### src/rtl/subtractor_32bit_seq.sv
`default_nettype none
// ============================================================================
// Module      : subtractor_32bit_seq
// Description : Multi-cycle 32-bit subtractor (inA - inB - inBorrow) that
//               reuses one 16-bit add slice over two cycles, low half first.
//               Valid/ready handshake on both operand and result sides.
//               Optional build macro SUBTRACTOR_SAT_EN selects saturating
//               unsigned mode (result forced to zero on underflow).
// Revision    : 1.0 - initial release
// ============================================================================
module subtractor_32bit_seq (
  input  logic        clk,
  input  logic        rst_n,
  input  logic        inValid,
  output logic        outReady,
  input  logic [31:0] inA,
  input  logic [31:0] inB,
  input  logic        inBorrow,
  output logic        outValid,
  input  logic        inReady,
  output logic [31:0] outDiff,
  output logic        outBorrow
);

  localparam int unsigned C_SLICE_W = 16;

  typedef enum logic [1:0] {
    S_IDLE = 2'd0,
    S_LOW  = 2'd1,
    S_HIGH = 2'd2,
    S_DONE = 2'd3
  } state_t;

  state_t               r_state;
  logic [31:0]          r_a;
  logic [31:0]          r_b;
  logic                 r_cin;     // slice carry-in for the low half (~inBorrow)
  logic                 r_carry;   // low-slice carry-out feeding the high half
  logic [C_SLICE_W-1:0] r_lo;      // low half held until the full result commits
  logic [31:0]          r_diff;
  logic                 r_borrow;
  logic                 r_valid;

  logic [C_SLICE_W-1:0] w_x;
  logic [C_SLICE_W-1:0] w_y;
  logic                 w_c;
  logic [C_SLICE_W:0]   w_sum;
  logic                 w_borrow;
  logic [31:0]          w_result;

  // Shared slice: X + ~Y + c, operand halves selected by the current phase
  always_comb begin
    w_x = r_a[C_SLICE_W-1:0];
    w_y = r_b[C_SLICE_W-1:0];
    w_c = r_cin;
    if (r_state == S_HIGH) begin
      w_x = r_a[31:C_SLICE_W];
      w_y = r_b[31:C_SLICE_W];
      w_c = r_carry;
    end
    w_sum    = {1'b0, w_x} + {1'b0, ~w_y} + {{C_SLICE_W{1'b0}}, w_c};
    w_borrow = ~w_sum[C_SLICE_W];
`ifdef SUBTRACTOR_SAT_EN
    w_result = w_borrow ? 32'd0 : {w_sum[C_SLICE_W-1:0], r_lo};
`else
    w_result = {w_sum[C_SLICE_W-1:0], r_lo};
`endif
  end

  // Control FSM and datapath registers; outputs only change when HIGH commits
  always_ff @(posedge clk or negedge rst_n) begin
    if (!rst_n) begin
      r_state  <= S_IDLE;
      r_a      <= 32'd0;
      r_b      <= 32'd0;
      r_cin    <= 1'b0;
      r_carry  <= 1'b0;
      r_lo     <= '0;
      r_diff   <= 32'd0;
      r_borrow <= 1'b0;
      r_valid  <= 1'b0;
    end else begin
      case (r_state)
        S_IDLE: begin
          if (inValid) begin
            r_a     <= inA;
            r_b     <= inB;
            r_cin   <= ~inBorrow;
            r_state <= S_LOW;
          end
        end
        S_LOW: begin
          r_lo    <= w_sum[C_SLICE_W-1:0];
          r_carry <= w_sum[C_SLICE_W];
          r_state <= S_HIGH;
        end
        S_HIGH: begin
          r_diff   <= w_result;
          r_borrow <= w_borrow;
          r_valid  <= 1'b1;
          r_state  <= S_DONE;
        end
        S_DONE: begin
          if (inReady) begin
            r_valid <= 1'b0;
            r_state <= S_IDLE;
          end
        end
        default: begin
          r_valid <= 1'b0;
          r_state <= S_IDLE;
        end
      endcase
    end
  end

  assign outReady  = (r_state == S_IDLE);
  assign outValid  = r_valid;
  assign outDiff   = r_diff;
  assign outBorrow = r_borrow;

endmodule
`default_nettype wire

### config.mk
export PLATFORM = sky130hd
export DESIGN_NAME = subtractor_32bit_seq
export DESIGN_NICKNAME = d
export VERILOG_FILES = /design/src/rtl/subtractor_32bit_seq.sv
export SDC_FILE = /design/constraint.sdc
export NUM_CORES = 1
export LEC_CHECK = 0
export CORE_ASPECT_RATIO = 0.7
export CORE_UTILIZATION = 53
export DETAILED_ROUTE_END_ITERATION = 10
export PLACE_DENSITY = 0.81
export RECOVER_POWER = 25
export SETUP_SLACK_MARGIN = 0.4
export SYNTH_ARGS = -nofsm -noshare
export SYNTH_HDL_FRONTEND = slang
export SYNTH_SLANG_ARGS = --single-unit
### constraint.sdc
create_clock -name clk -period 4.4 [get_ports clk]
set_input_delay 0.88 -clock clk [delete_from_list [all_inputs] [get_ports clk]]
set_output_delay 0.88 -clock clk [all_outputs]
set_load 0.1 [all_outputs]
After elaboration in Yosys (flattened, before gate mapping):

Cells that the tools add are included.

* $add $sub $neg: 2
* $mul: 0
* div/mod/pow operators: 0
* magnitude comparators: 0
* equal/unequal tests: 5
* shift operators: 0
* muxes and demuxes: 8
* bitwise logic cells: 3
* reductions and logical operators: 5

Operator list (count)
* two-way mux 16 bit: 2
* adder 16 x 16 -> 17 bit: 1
* adder 17 x 1 -> 17 bit: 1
* inverter 16 bit: 1
* one-hot mux 2 bit (4 select lines): 1
* AND reduction 2 bit: 3
* == test 2 bit, second input constant: 2
* two-way mux 2 bit: 2
* inequality test 2 bit, second input constant: 2
* == test 2 x 1 -> 1 bit, second input constant: 1
* zero test 2 bit: 1
* two-way mux 1 bit: 2
* inverter 1 bit: 2
* one-hot mux 1 bit (2 select lines): 1
* nonzero test 2 bit: 1

* register bits: 118
* latch bits: 0
* RAM bits: 0
* memory bits (read-only): 0
* output and inout bits: 35
* word-level logic and storage cells: 32
* memories: 0

Logic depth before layout (Yosys ltp):

* depth after elaboration: 6
* mapped depth: 14
* mapped depth without buffers: 11

Worst setup path before layout:

OpenSTA, ideal clock, no wires.

* kind: register to register
* from: register r_state[0]
* to: register r_diff[24] (netlist: outDiff[24])
* arrival: 3.409 ns
* setup slack: 0.852 ns
* cell stages (with the launch flop): 15
* buffers on the path: 3
* clock period less this slack: 3.548 ns
* cell sequence: dfrtp_1 -> inv_1 -> ha_1 -> clkbuf_1 -> buf_2 -> buf_2 -> mux2i_1 -> fa_1 -> inv_1 -> fa_1 -> a21oi_2 -> o211ai_2 -> a21oi_1 -> nor3_1 -> or4_1

* cells in the longest elaborated chain, start to end: 5

RTL lines
* start: declaration: line 34 `state_t r_state;`
* start signal: assignment: line 73 `r_state <= S_IDLE;`
* start signal: assignment: line 89 `r_state <= S_LOW;`
* start signal: assignment: line 95 `r_state <= S_HIGH;`
* == test 2 bit (*): line 56, 83
* two-way mux 16 bit: line 56 `if (r_state == S_HIGH) begin`
* inverter 16 bit: line 61 `w_sum = {1'b0, w_x} + {1'b0, ~w_y} + {{C_SLICE_W{1'b0}}, w_c};`
* adder 16 x 16 -> 17 bit: line 61
* adder 17 x 1 -> 17 bit: line 61
* end signal: assignment: line 98 `r_diff <= w_result;`
* end: declaration: line 40 `logic [31:0] r_diff;`

Mark *: on every way between the ends. The rest lies on a longest branch, timed or not.
A chain may end at the register's enable or synchronous reset.

Final worst setup path:

Same ends and word-level chain as after synthesis.

==> impl_metrics.toml <==
[worst_hold_path]
worstHoldStart = "r_lo[0]"
timing.hold.worst.class = "register to register"
hold_endpoint = "r_lo[0]"
whs_path_depth = 2

[sta]
setup-violations-final = 0
finalHoldViolations = 0
grt_setup_unrepaired = "false"
fin_setup_tns_ps = 0
postLayoutSetupSlackWorst_ps = 883
maxSlewViolCount = 75
slew_headroom = -0.234
final.period_utilization = 0.799
clock-skew-final_ps = 6.04
clock.fmax_mhz = 284
post-route-min-period_ps = 3520
slew_at_the_pin_closest_to_its_max_slew_limit_ps = 1850

[cells_and_area]
antenna_diode_count = 0
drive_gt1_frac = 0.261
num-nets-final = 671
area_delta_synth_final_pct = 29.5
final.fill_count = 725

[drt]
dr.first_iter.drc_count = 259
vias_per_cell = 5.67
detail_route.drc_violations = 0
dr_total_vias = 4205
route.final.wire_length_um = 13600
drt_first_pass_iters = 5
post_drt_wl_per_cell_um = 18.4
drtAntennaViolNets = 0

[worst_setup_path]
reg2regPathDepth = 11
worstReg2RegEnd = "outDiff[24]"
timing.critical_path.from_type = "register"
rr_startpoint = "r_state[0]"
regToRegSetupSlack_ps = 880
critPathKind = "register to register"
worst_ep_arrival_time_ps = 3800
critical_path_peak_fanout = 34
timing.critical_path.to_type = "register"
critical_path_required_ps = 4690

[clock_tree]
cts.reportedPaths.clkPinSlew_ps = 60
cts-buffers-inserted = 17
root_driver = "sky130_fd_sc_hd__clkbuf_16"
cts_setup_buffers = 0
clock-sinks = 118
post_cts.resized_instances = 0
cts.path.max_buffers = 2
h-tree-depth = 4
cts-hold-fix-buffers = 0
cts_tree = "done"
worstSkewPairLatency_ps = 420

[job]
cap_viol_max_count = 1

[floorplan]
top_level_port_count = 104
floorplan.die.height_um = 90.6
fp.dieArea_um2 = 11700
fp.coreArea_um2 = 10600
floorplan.initialDensity = 0.560
die_w_um = 129
num_rows = 31

[logic_synthesis]
synth.yosys.seq_area_share = 0.496
synth.mux.area_fraction = 0.240
synthesis.yosys.warnings = 0
yosys_top_cell_area_share = 0.496
largest_cells_by_area_after_synthesis = "sky130_fd_sc_hd__dfrtp_1, sky130_fd_sc_hd__mux2_2, sky130_fd_sc_hd__ha_1"
synth_top_cell_by_area = "sky130_fd_sc_hd__dfrtp_1"
post_synth.cell_area_avg_um2 = 12.4
synth_fp_nets = 570
yosys_register_bits = 118
area_share_of_xor_xnor_cells_in_the_synthesized_design = 0.00736
synth_enable_flop_cells = 0
ys.flop_type = "sky130_fd_sc_hd__dfrtp_1"
synth_area_um2 = 5950
synth_fa_ha_area_frac = 0.0467
synthCells = 480
post_synth_num_cell_types = 59
async_flop_share = 1.00
post_synth_and_or_nand_nor_area_fraction = 0.0804
synth_top_family_by_area = "multiplexers"
synth-compound-area-share = 0.101

[place]
post-dp-hpwl_um = 9340
numPortBuffers = 103
gp_congestion = 0.914
placement.setup.worst_slack_ps = 901

[status]
run_status = "finished with violations"
failed_checks = "max-capacitance violations, max-slew violations"

[global_routing]
number_of_global_route_vias_before_repair = 4367
grt_max_degree = 75
grt_overflow_total = 0
grt_antenna_before_repair = 0
grt_util_all_layers = 0.256
grt_pass1_wl_um = 22500
-- per-stage QoR --
| step | std cells | hold WS, ps | utilization | instance area (um2) |
|---|---|---|---|---|
| global placement | 710 | 470 | 0.667 | 7090 |
| floorplan | 480 | 446 | - | 5950 |
| global route | 741 | 503 | 0.725 | 7700 |
| CTS | 741 | 488 | 0.725 | 7710 |
| detailed placement | 710 | 476 | 0.667 | 7090 |
| finish | 741 | 490 | 0.725 | 7700 |
-- synthesized netlist by cell type (all sizes together) (2+ instances only) --
cell type and n:
a221oi 2, xnor2 4, mux2i 21, mux2 108, clkbuf 10, and3 2
nor2b 9, a311o 2, nand3b 4, o21ai 10, nor3 5, or3 2
o311ai 2, a211oi 4, a21oi 21, o211ai 3, nor2 14, o31ai 6
a21o 4, nand4 6, nand2b 6, and2 4, a311oi 2, o21a 5
nand3 10, dfrtp 118, a31oi 4, buf 16, inv 12, ha 19
fa 2, a2111oi 4, nand2 23
-- logic make-up (layout without fill, tap and decap cells) --
kind of cell / count (synthesis) / count (layout)
simple gates: 90 / 90
flops: 118 / 118
mux: 129 / 129
fa+ha+maj: 21 / 21
buf+inv: 38 / 151
xor+xnor: 5 / 5
compound gates: 79 / 79
-- flip-flops by register name, indices dropped and copies added (netlist names) --
signal and flops:
outDiff 32, r_lo 16, r_b 32, r_state 2, r_carry 1, r_a 32
outBorrow 1, r_cin 1, outValid 1
-- worst max path at each step --
| stage | from | endpoint | slack [ps] |
|---|---|---|---|
| floorplan | r_state[0] | outDiff[24] | 850 |
| global placement | r_state[0] | outDiff[24] | 1040 |
| detailed placement | r_state[0] | outDiff[24] | 900 |
| CTS | r_state[0] | outDiff[24] | 910 |
| global route | r_state[0] | outDiff[24] | 610 |
| finish | r_state[0] | outDiff[24] | 880 |
-- area by class of cell --
cell class                      count  area (um2)  area share
Multi-Input combinational cell    324        2840       0.369
Clock buffer                       22         464      0.0602
Tap cell                          148         185      0.0240
Sequential cell                   118        2950       0.383
Clock inverter                      9         150      0.0195
Timing Repair Buffer              108        1060       0.138
Inverter                           12        45.0     0.00585
-- critical path, stage by stage (launching register included) --
cell and delay, ps:
sky130_fd_sc_hd__dfrtp_1 410, sky130_fd_sc_hd__inv_1 130, sky130_fd_sc_hd__ha_4 500, sky130_fd_sc_hd__mux2i_1 320, sky130_fd_sc_hd__fa_1 230, sky130_fd_sc_hd__inv_1 60
sky130_fd_sc_hd__fa_1 410, sky130_fd_sc_hd__a21oi_2 240, sky130_fd_sc_hd__o211ai_2 150, sky130_fd_sc_hd__a21oi_1 320, sky130_fd_sc_hd__nor3_1 90, sky130_fd_sc_hd__or4_1 500
-- routing by layer --
metal,wire length (um),vias up,share of wire,GRT usage
met4,287,0,0.021,0.0990
li1,-,1965,-,-
met2,6350,141,0.47,0.409
met1,6250,2075,0.46,0.336
met5,0,-,0,0
met3,703,24,0.052,0.0628
-- placed cells by master, fill, tap and decap left out, drive strengths merged, types with 5 or more instances in the layout --
cell type	n
dfrtp	118
mux2	108
clkdlybuf4s50	102
nand2	23
clkbuf	23
mux2i	21
a21oi	21
ha	19
nor2	14
inv	12
nand3	10
o21ai	10
nor2b	9
nand2b	6
nand4	6
o31ai	6
nor3	5
o21a	5
buf	5
Power is left out: the tool's default activity adds up to more than one toggle a clock period on the data nets, which glitch-free logic cannot reach.
